==> config.mk <==
export PLATFORM = sky130hd
export DESIGN_NAME = mult_div_unit
export DESIGN_NICKNAME = d
export VERILOG_FILES = /design/src/rtl/mult_div_unit.sv
export SDC_FILE = /design/constraint.sdc
export NUM_CORES = 2
export LEC_CHECK = 0
export CORE_ASPECT_RATIO = 0.7
export CORE_MARGIN = 5
export CORE_UTILIZATION = 35
export DETAILED_ROUTE_END_ITERATION = 7
export PLACE_DENSITY = 0.56
export SYNTH_ARGS = -nofsm -noshare
export SYNTH_HDL_FRONTEND = slang
export SYNTH_SLANG_ARGS = --single-unit
==> constraint.sdc <==
create_clock -name clk -period 3.97 [get_ports clk]
set_input_delay 0.794 -clock clk [delete_from_list [all_inputs] [get_ports clk]]
set_output_delay 0.794 -clock clk [all_outputs]
set_load 0.01 [all_outputs]
==> src/rtl/mult_div_unit.sv <==
// Iterative HI/LO multiply/divide unit for the E stage of the 5-stage MIPS pipeline.
// Holds HI/LO, runs MULT*/DIV*/MTxx and raises the MD stall request for the hazard unit.
module mult_div_unit #(
    parameter int MUL_CYCLES = 5
) (
    input  logic        clk,
    input  logic        rst_n,
    input  logic        Start_E,
    input  logic [2:0]  MDOp_E,
    input  logic [31:0] SrcA_E,
    input  logic [31:0] SrcB_E,
    input  logic        MDUse_D,
    output logic [31:0] HI,
    output logic [31:0] LO,
    output logic        Busy,
    output logic        MDStall
);
    localparam int DIV_CYCLES = 32;
    localparam int CNT_W = (MUL_CYCLES > DIV_CYCLES) ? $clog2(MUL_CYCLES) : $clog2(DIV_CYCLES);
    localparam logic [CNT_W-1:0] MUL_LAST = CNT_W'(MUL_CYCLES - 1);
    localparam logic [CNT_W-1:0] DIV_LAST = CNT_W'(DIV_CYCLES - 1);

    typedef enum logic [1:0] {S_IDLE, S_MUL, S_DIV, S_FIX} state_e;

    state_e           state_q, state_d;
    logic [CNT_W-1:0] cnt_q, cnt_d;
    logic [63:0]      prod_q, prod_d;
    logic [31:0]      rem_q, rem_d;
    logic [31:0]      quo_q, quo_d;
    logic [31:0]      dvs_q, dvs_d;
    logic             negq_q, negq_d;
    logic             negr_q, negr_d;
    logic             dz_q, dz_d;
    logic [31:0]      hi_q, hi_d;
    logic [31:0]      lo_q, lo_d;

    logic        is_mul, is_div, op_signed, accept;
    logic        a_neg, b_neg;
    logic [63:0] mul_a, mul_b;
    logic [32:0] shifted;
    logic        fits;

    assign is_mul    = (MDOp_E == 3'b000) || (MDOp_E == 3'b001);
    assign is_div    = (MDOp_E == 3'b010) || (MDOp_E == 3'b011);
    assign op_signed = ~MDOp_E[0];
    assign accept    = Start_E && (state_q == S_IDLE);
    assign a_neg     = op_signed & SrcA_E[31];
    assign b_neg     = op_signed & SrcB_E[31];
    assign mul_a     = {{32{a_neg}}, SrcA_E};
    assign mul_b     = {{32{b_neg}}, SrcB_E};

    // One restoring step: the dividend MSB enters the partial remainder from quo_q.
    assign shifted = {rem_q, quo_q[31]};
    assign fits    = shifted >= {1'b0, dvs_q};

    // NOTE: sequential state is written with non-blocking assignments only, so every
    // register samples the pre-edge values regardless of process ordering.
    always_ff @(posedge clk or negedge rst_n) begin
        if (!rst_n) state_q <= S_IDLE;
        else        state_q <= state_d;
    end

    always_comb begin
        // NOTE: default first so every path assigns state_d and no latch is inferred.
        state_d = state_q;
        unique case (state_q)
            S_IDLE: begin
                if (accept && is_mul)      state_d = S_MUL;
                else if (accept && is_div) state_d = S_DIV;
            end
            S_MUL:   if (cnt_q == '0) state_d = S_IDLE;
            S_DIV:   if (cnt_q == '0) state_d = S_FIX;
            default: state_d = S_IDLE;
        endcase
    end

    always_comb begin
        cnt_d  = cnt_q;
        prod_d = prod_q;
        rem_d  = rem_q;
        quo_d  = quo_q;
        dvs_d  = dvs_q;
        negq_d = negq_q;
        negr_d = negr_q;
        dz_d   = dz_q;
        hi_d   = hi_q;
        lo_d   = lo_q;
        unique case (state_q)
            S_IDLE: begin
                if (accept && is_mul) begin
                    prod_d = mul_a * mul_b;
                    cnt_d  = MUL_LAST;
                end else if (accept && is_div) begin
                    quo_d  = a_neg ? -SrcA_E : SrcA_E;
                    dvs_d  = b_neg ? -SrcB_E : SrcB_E;
                    rem_d  = '0;
                    negq_d = a_neg ^ b_neg;
                    negr_d = a_neg;
                    dz_d   = (SrcB_E == '0);
                    cnt_d  = DIV_LAST;
                end else if (accept && MDOp_E == 3'b100) begin
                    hi_d = SrcA_E;
                end else if (accept && MDOp_E == 3'b101) begin
                    lo_d = SrcA_E;
                end
            end
            S_MUL: begin
                if (cnt_q == '0) {hi_d, lo_d} = prod_q;
                else             cnt_d = cnt_q - 1'b1;
            end
            S_DIV: begin
                rem_d = fits ? 32'(shifted - {1'b0, dvs_q}) : shifted[31:0];
                quo_d = {quo_q[30:0], fits};
                if (cnt_q != '0) cnt_d = cnt_q - 1'b1;
            end
            default: begin
                // Divide by zero reports an all-ones quotient regardless of operand signs.
                lo_d = dz_q ? '1 : (negq_q ? -quo_q : quo_q);
                hi_d = negr_q ? -rem_q : rem_q;
            end
        endcase
    end

    always_ff @(posedge clk or negedge rst_n) begin
        if (!rst_n) begin
            cnt_q  <= '0;
            prod_q <= '0;
            rem_q  <= '0;
            quo_q  <= '0;
            dvs_q  <= '0;
            negq_q <= 1'b0;
            negr_q <= 1'b0;
            dz_q   <= 1'b0;
            hi_q   <= '0;
            lo_q   <= '0;
        end else begin
            cnt_q  <= cnt_d;
            prod_q <= prod_d;
            rem_q  <= rem_d;
            quo_q  <= quo_d;
            dvs_q  <= dvs_d;
            negq_q <= negq_d;
            negr_q <= negr_d;
            dz_q   <= dz_d;
            hi_q   <= hi_d;
            lo_q   <= lo_d;
        end
    end

    always_comb begin
        HI      = hi_q;
        LO      = lo_q;
        Busy    = (state_q != S_IDLE);
        MDStall = MDUse_D && (Busy || (Start_E && (is_mul || is_div)));
    end
endmodule

### Word-level counts from Yosys, hierarchy flattened

Index checks and enable logic that the tools add are counted.

* reduce and logical (&&, ||, !) cells: 26
* multiplexer cells: 33
* $lt $le $gt $ge: 1
* eq/ne operators: 18
* $add $sub $neg: 6
* bitwise operators: 6
* $mul: 1

Operator list (number)
* two-way mux 32 bit: 19
* case mux 32 bit (3 select lines): 2
* negation 32 bit: 4
* case mux 32 bit (2 select lines): 2
* multiplier 33 x 33 -> 64 bit: 1
* greater-or-equal comparator 33 x 32 -> 1 bit: 1
* logical NOT 32 bit: 1
* subtractor 32 bit: 1
* two-way mux 5 bit: 4
* case mux 5 bit (3 select lines): 1
* != test 2 bit (second input constant): 7
* AND reduction 3 bit: 3
* two-way mux 2 bit: 4
* logical AND 1 bit: 7
* == test 3 x 2 -> 1 bit (second input constant): 2
* == test 3 bit (second input constant): 2
* != test 2 x 1 -> 1 bit (second input constant): 3
* case mux 2 bit (3 select lines): 1
* AND reduction 6 bit: 1
* logical NOT 5 bit: 1
* AND reduction 5 bit: 1
* nonzero test 5 bit: 1
* subtractor 5 x 1 -> 5 bit (second input constant): 1
* logical OR 1 bit: 4
* 13 further kinds: 17

* input bits: 71
* logic and storage cells: 102
* flip-flop bits (word level): 234
* output and inout port bits: 66

### Logic depth before layout (Yosys ltp)

* depth in word-level cells: 8
* depth in mapped cells: 33

### Least setup slack after synthesis

OpenSTA, ideal clock, no wires.

* path type: input to register
* from: in SrcA_E[31]
* to: reg prod_q[60]
* setup slack: -4.715 ns
* setup time: 0.083 ns
* buffers on the path: 4
* required time: 3.887 ns
* cell stages on the path: 31
* data arrival time: 8.603 ns
* cells stage by stage: nor2b_1 -> clkbuf_1 -> clkbuf_1 -> clkbuf_1 -> nand2_1 -> inv_1 -> fa_1 -> fa_1 -> fa_1 -> inv_1 -> fa_1 -> inv_1 -> fa_1 -> fa_1 -> fa_1 -> inv_1 -> fa_1 -> inv_1 -> ha_1 -> clkbuf_1 -> a21oi_1 -> o21ai_0 -> a21oi_1 -> nand2_1 -> a211o_1 -> a21oi_1 -> o21ai_0 -> a21boi_0 -> o21ai_0 -> xnor2_1 -> o21ai_0

* longest elaborated chain between the ends: 2

RTL lines
* start, declared: line 10 `input logic [31:0] SrcA_E,`
* bitwise AND 1 bit: line 47 `assign a_neg = op_signed & SrcA_E[31];`
* multiplier 33 x 33 -> 64 bit (*): line 91 `prod_d = mul_a * mul_b;`
* end signal, assigned: line 138 `prod_q <= prod_d;`
* end, declared: line 27 `logic [63:0] prod_q, prod_d;`

Mark *: on every way between the ends. The rest lies on a longest branch, timed or not.
A chain may end at the register's enable or synchronous reset.

### Final worst setup path

* from: in SrcB_E[14]
* to: reg prod_q[51]

* longest elaborated chain between the ends: 1

RTL lines
* start, declared: line 11 `input logic [31:0] SrcB_E,`
* multiplier 33 x 33 -> 64 bit: line 91

Every way passes these cells.

==> summary.txt <==
Placement
  • Post-detail-place hpwl: approximately 140000 um
  • IO Port Bufs: about 140
  • GP Congestion: between 0.9 and 1

Worst setup path
  • Worst Path Required: around 4.4 ns
  • Worst Setup End Kind: flip-flop
  • CP max-delay cell: fa_2
  • Setup CP Type: in -> reg
  • Crit path DAT: slightly above 8 ns
  • Slowest stage delay, CP: between 0.5 and 0.6 ns
  • Critical Path Fanout Max: 11
  • Bufs and invs on worst path: 6
  • CP top delay family: adder cells
  • Critical path startpoint category: primary input
  • CP most frequent cell: fa_1

Synth
  • Avg Inst Size Synth: between 8 and 9 um2
  • EDFF count, synth: 0
  • Yosys top cell area share: 0.434
  • Mapped Cells: 5870
  • Mapped Nets: about 7.3k
  • FFs w/ async S/R, synth: 1.00
  • Post-Syn Area: a little over 0.05 mm2
  • Most used DFF post-synth: dfrtp_1
  • Synth area leaders: fa_1 (43%), dfrtp_1 (11%), inv_1 (8.4%)
  • Yosys warnings: 0
  • Seq cells post-synth: 234
  • Number of distinct library cells after synthesis: 66
  • Post-synthesis sequential area ratio: 0.113
  • Largest area contributor in the netlist: fa_1

Clock network
  • Hold_buf cts: 0
  • Clock net sink count: approximately 230
  • Worst-Skew Late Latency: around 0.56 ns
  • Worst-path clk slew: roughly 0.080 ns
  • Number of CTS-inserted buffers: 21
  • Root buf cell: clkbuf_16
  • CTS H-tree lvls: 1
  • CTS tree: built
  • Max clock buf depth: 3

Job
  • Max-cap violations: 0

Status
  • Outcome: finished with violations
  • Failing checks: negative setup slack

Timing
  • Final hold viol count: 0
  • Worst slew pin tran: ~1.3 ns
  • Final Worst Setup Slack: -3.77 ns
  • Minimum clock period: roughly 7.7 ns
  • Fin Hold WS: around 0.21 ns
  • Max Clk Rate: roughly 0.13 GHz
  • Relative slew slack: 0.137
  • RSZ-0062 raised after global routing: yes
  • Final Cycle Share: 1.95
  • Clock skew: roughly 0.012 ns
  • Final setup violation count: approximately 60
  • Slew Viols, Final: 0

Finish
  • Filler Cell Count: 14.3k
  • Fin nets: between 7k and 8k
  • Layout area overhead: 25.6%
  • Ratio of cells with drive above 1 in the final layout: 0.205

Routing
  • DRT Wirelength: 177000 um
  • Pre-Repair DR Iteration Count: 5
  • Via/cell ratio: between 5 and 6
  • Drc violations: 0
  • 1st-iter DRT viols: 3285
  • Post-DR wirelength/cell: about 21 um
  • Final antenna-violating net count: 0
  • Vias post-DR: roughly 42k

Global routing
  • Gr ovfl total: 0
  • M3 GR Usage: 0.0476
  • Pin count of the biggest net entering global routing: 75
  • Busiest grt layer: met2
  • Initial antenna violation count: 9
  • Met1 usage: 0.318
  • Met2 GRT Util: 0.344
  • Number of global-route vias before repair: 43.9k
  • Tot GR Track Use: 0.224
  • Global-route wire length before repair: 271000 um

Die
  • Core area: around 0.15 mm2
  • Die W: ~470 um
  • Die area: approximately 0.16 mm2
  • Io pins: about 140
  • Die Y: between 300 and 400 um
  • Initial Utilization: 0.352
  • Row count: between 100 and 150

Min path
  • Worst hold path type: in -> async
-- worst paths after layout --
path	cells past startpoint	startpoint	end	slack [ns]
max	27	SrcB_E[14]	prod_q[51]	-3.77
min	1	rst_n	prod_q[11]	0.21
max reg2reg	13	rem_q[9]	rem_q[0]	0.20
min reg2reg	2	dvs_q[20]	dvs_q[20]	0.48
max in group asynchronous	2	rst_n	dz_q	2.84
min in group clk	2	dvs_q[20]	dvs_q[20]	0.48
-- routing by layer --
layer	part of all wire	vias to the layer above
li1	-	18800
met1	0.44	21700
met2	0.44	1432
met3	0.079	248
met4	0.044	6
met5	0.00021	-
-- sequential cells by signal, indices dropped and copies added (netlist names) --
signal,cells
negr_q,1
dvs_q,32
rem_q,32
HI,32
quo_q,32
dz_q,1
cnt_q,5
prod_q,64
negq_q,1
LO,32
state_q,2
-- final cells by class --
type | count | area [um2] | share of cell area
Sequential cell | 234 | 5860 | 0.0897
Inverter | 1166 | 4410 | 0.0676
Timing Repair Buffer | 906 | 9280 | 0.142
Tap cell | 1980 | 2480 | 0.0379
Antenna cell | 4 | 10.0 | 0.000153
Clock buffer | 25 | 571 | 0.00874
Clock inverter | 13 | 124 | 0.00190
Multi-Input combinational cell | 4091 | 42600 | 0.652
-- layout by cell type, fill, tap and decap left out, types with 129 or more instances in the layout --
cell type | netlist | routed
inv_1 | 1165 | 1090
fa_1 | 1126 | 1060
nand2_1 | 931 | 907
buf_4 | 0 | 554
and2_1 | 380 | 338
dfrtp_1 | 234 | 234
o21ai_0 | 279 | 208
nor2_1 | 216 | 204
ha_1 | 254 | 193
a21oi_1 | 173 | 129
-- logic make-up (layout without fill, tap and decap cells) --
family	after synthesis	count (layout)	synth area share
AO/OA/AOI/OAI	745	745	0.0863
other	0	4	0
XOR/XNOR	220	220	0.0371
AND/OR/NAND/NOR	1713	1713	0.151
adder cells (fa/ha/maj)	1380	1380	0.495
multiplexers	33	33	0.00657
flip-flops	234	234	0.113
buffers and inverters	1545	2110	0.112
-- repair_timing --
item	4_1_cts	5_1_grt
hold endpoints to repair	0	0
gates resized for setup	504	267
setup endpoints to repair	63	71
gates cloned	19	4
pin swaps	214	186
buffers inserted	104	54
-- synthesized netlist by cell type (all sizes together) (17+ instances only) --
cell type / number
a21o: 50
a21oi: 173
a221oi: 34
a22oi: 34
a31oi: 50
and2: 380
buf: 56
clkbuf: 323
dfrtp: 234
fa: 1126
ha: 254
inv: 1165
mux2i: 24
nand2: 931
nand2b: 26
nand3: 22
nand4: 17
nor2: 216
nor3: 19
o21ai: 281
o31ai: 32
or3: 22
xnor2: 115
xor2: 105
-- metrics by stage --
step                setup TNS, ns  instances  area (um2)   util  setup WS, ns
finish                    -169.58       8419       65300  0.442         -3.77
global route              -179.63       8416       65300  0.442         -3.98
CTS                       -167.87       8369       64000  0.433         -3.74
detailed placement        -237.86       8215       60500  0.409         -5.01
global placement          -236.41       8215       60500  0.409         -4.94
floorplan                 -170.54       5870       54100      -         -4.07
Power is not shown: default switching activity piles up to over one toggle a cycle in this logic, so the estimate is an artifact.
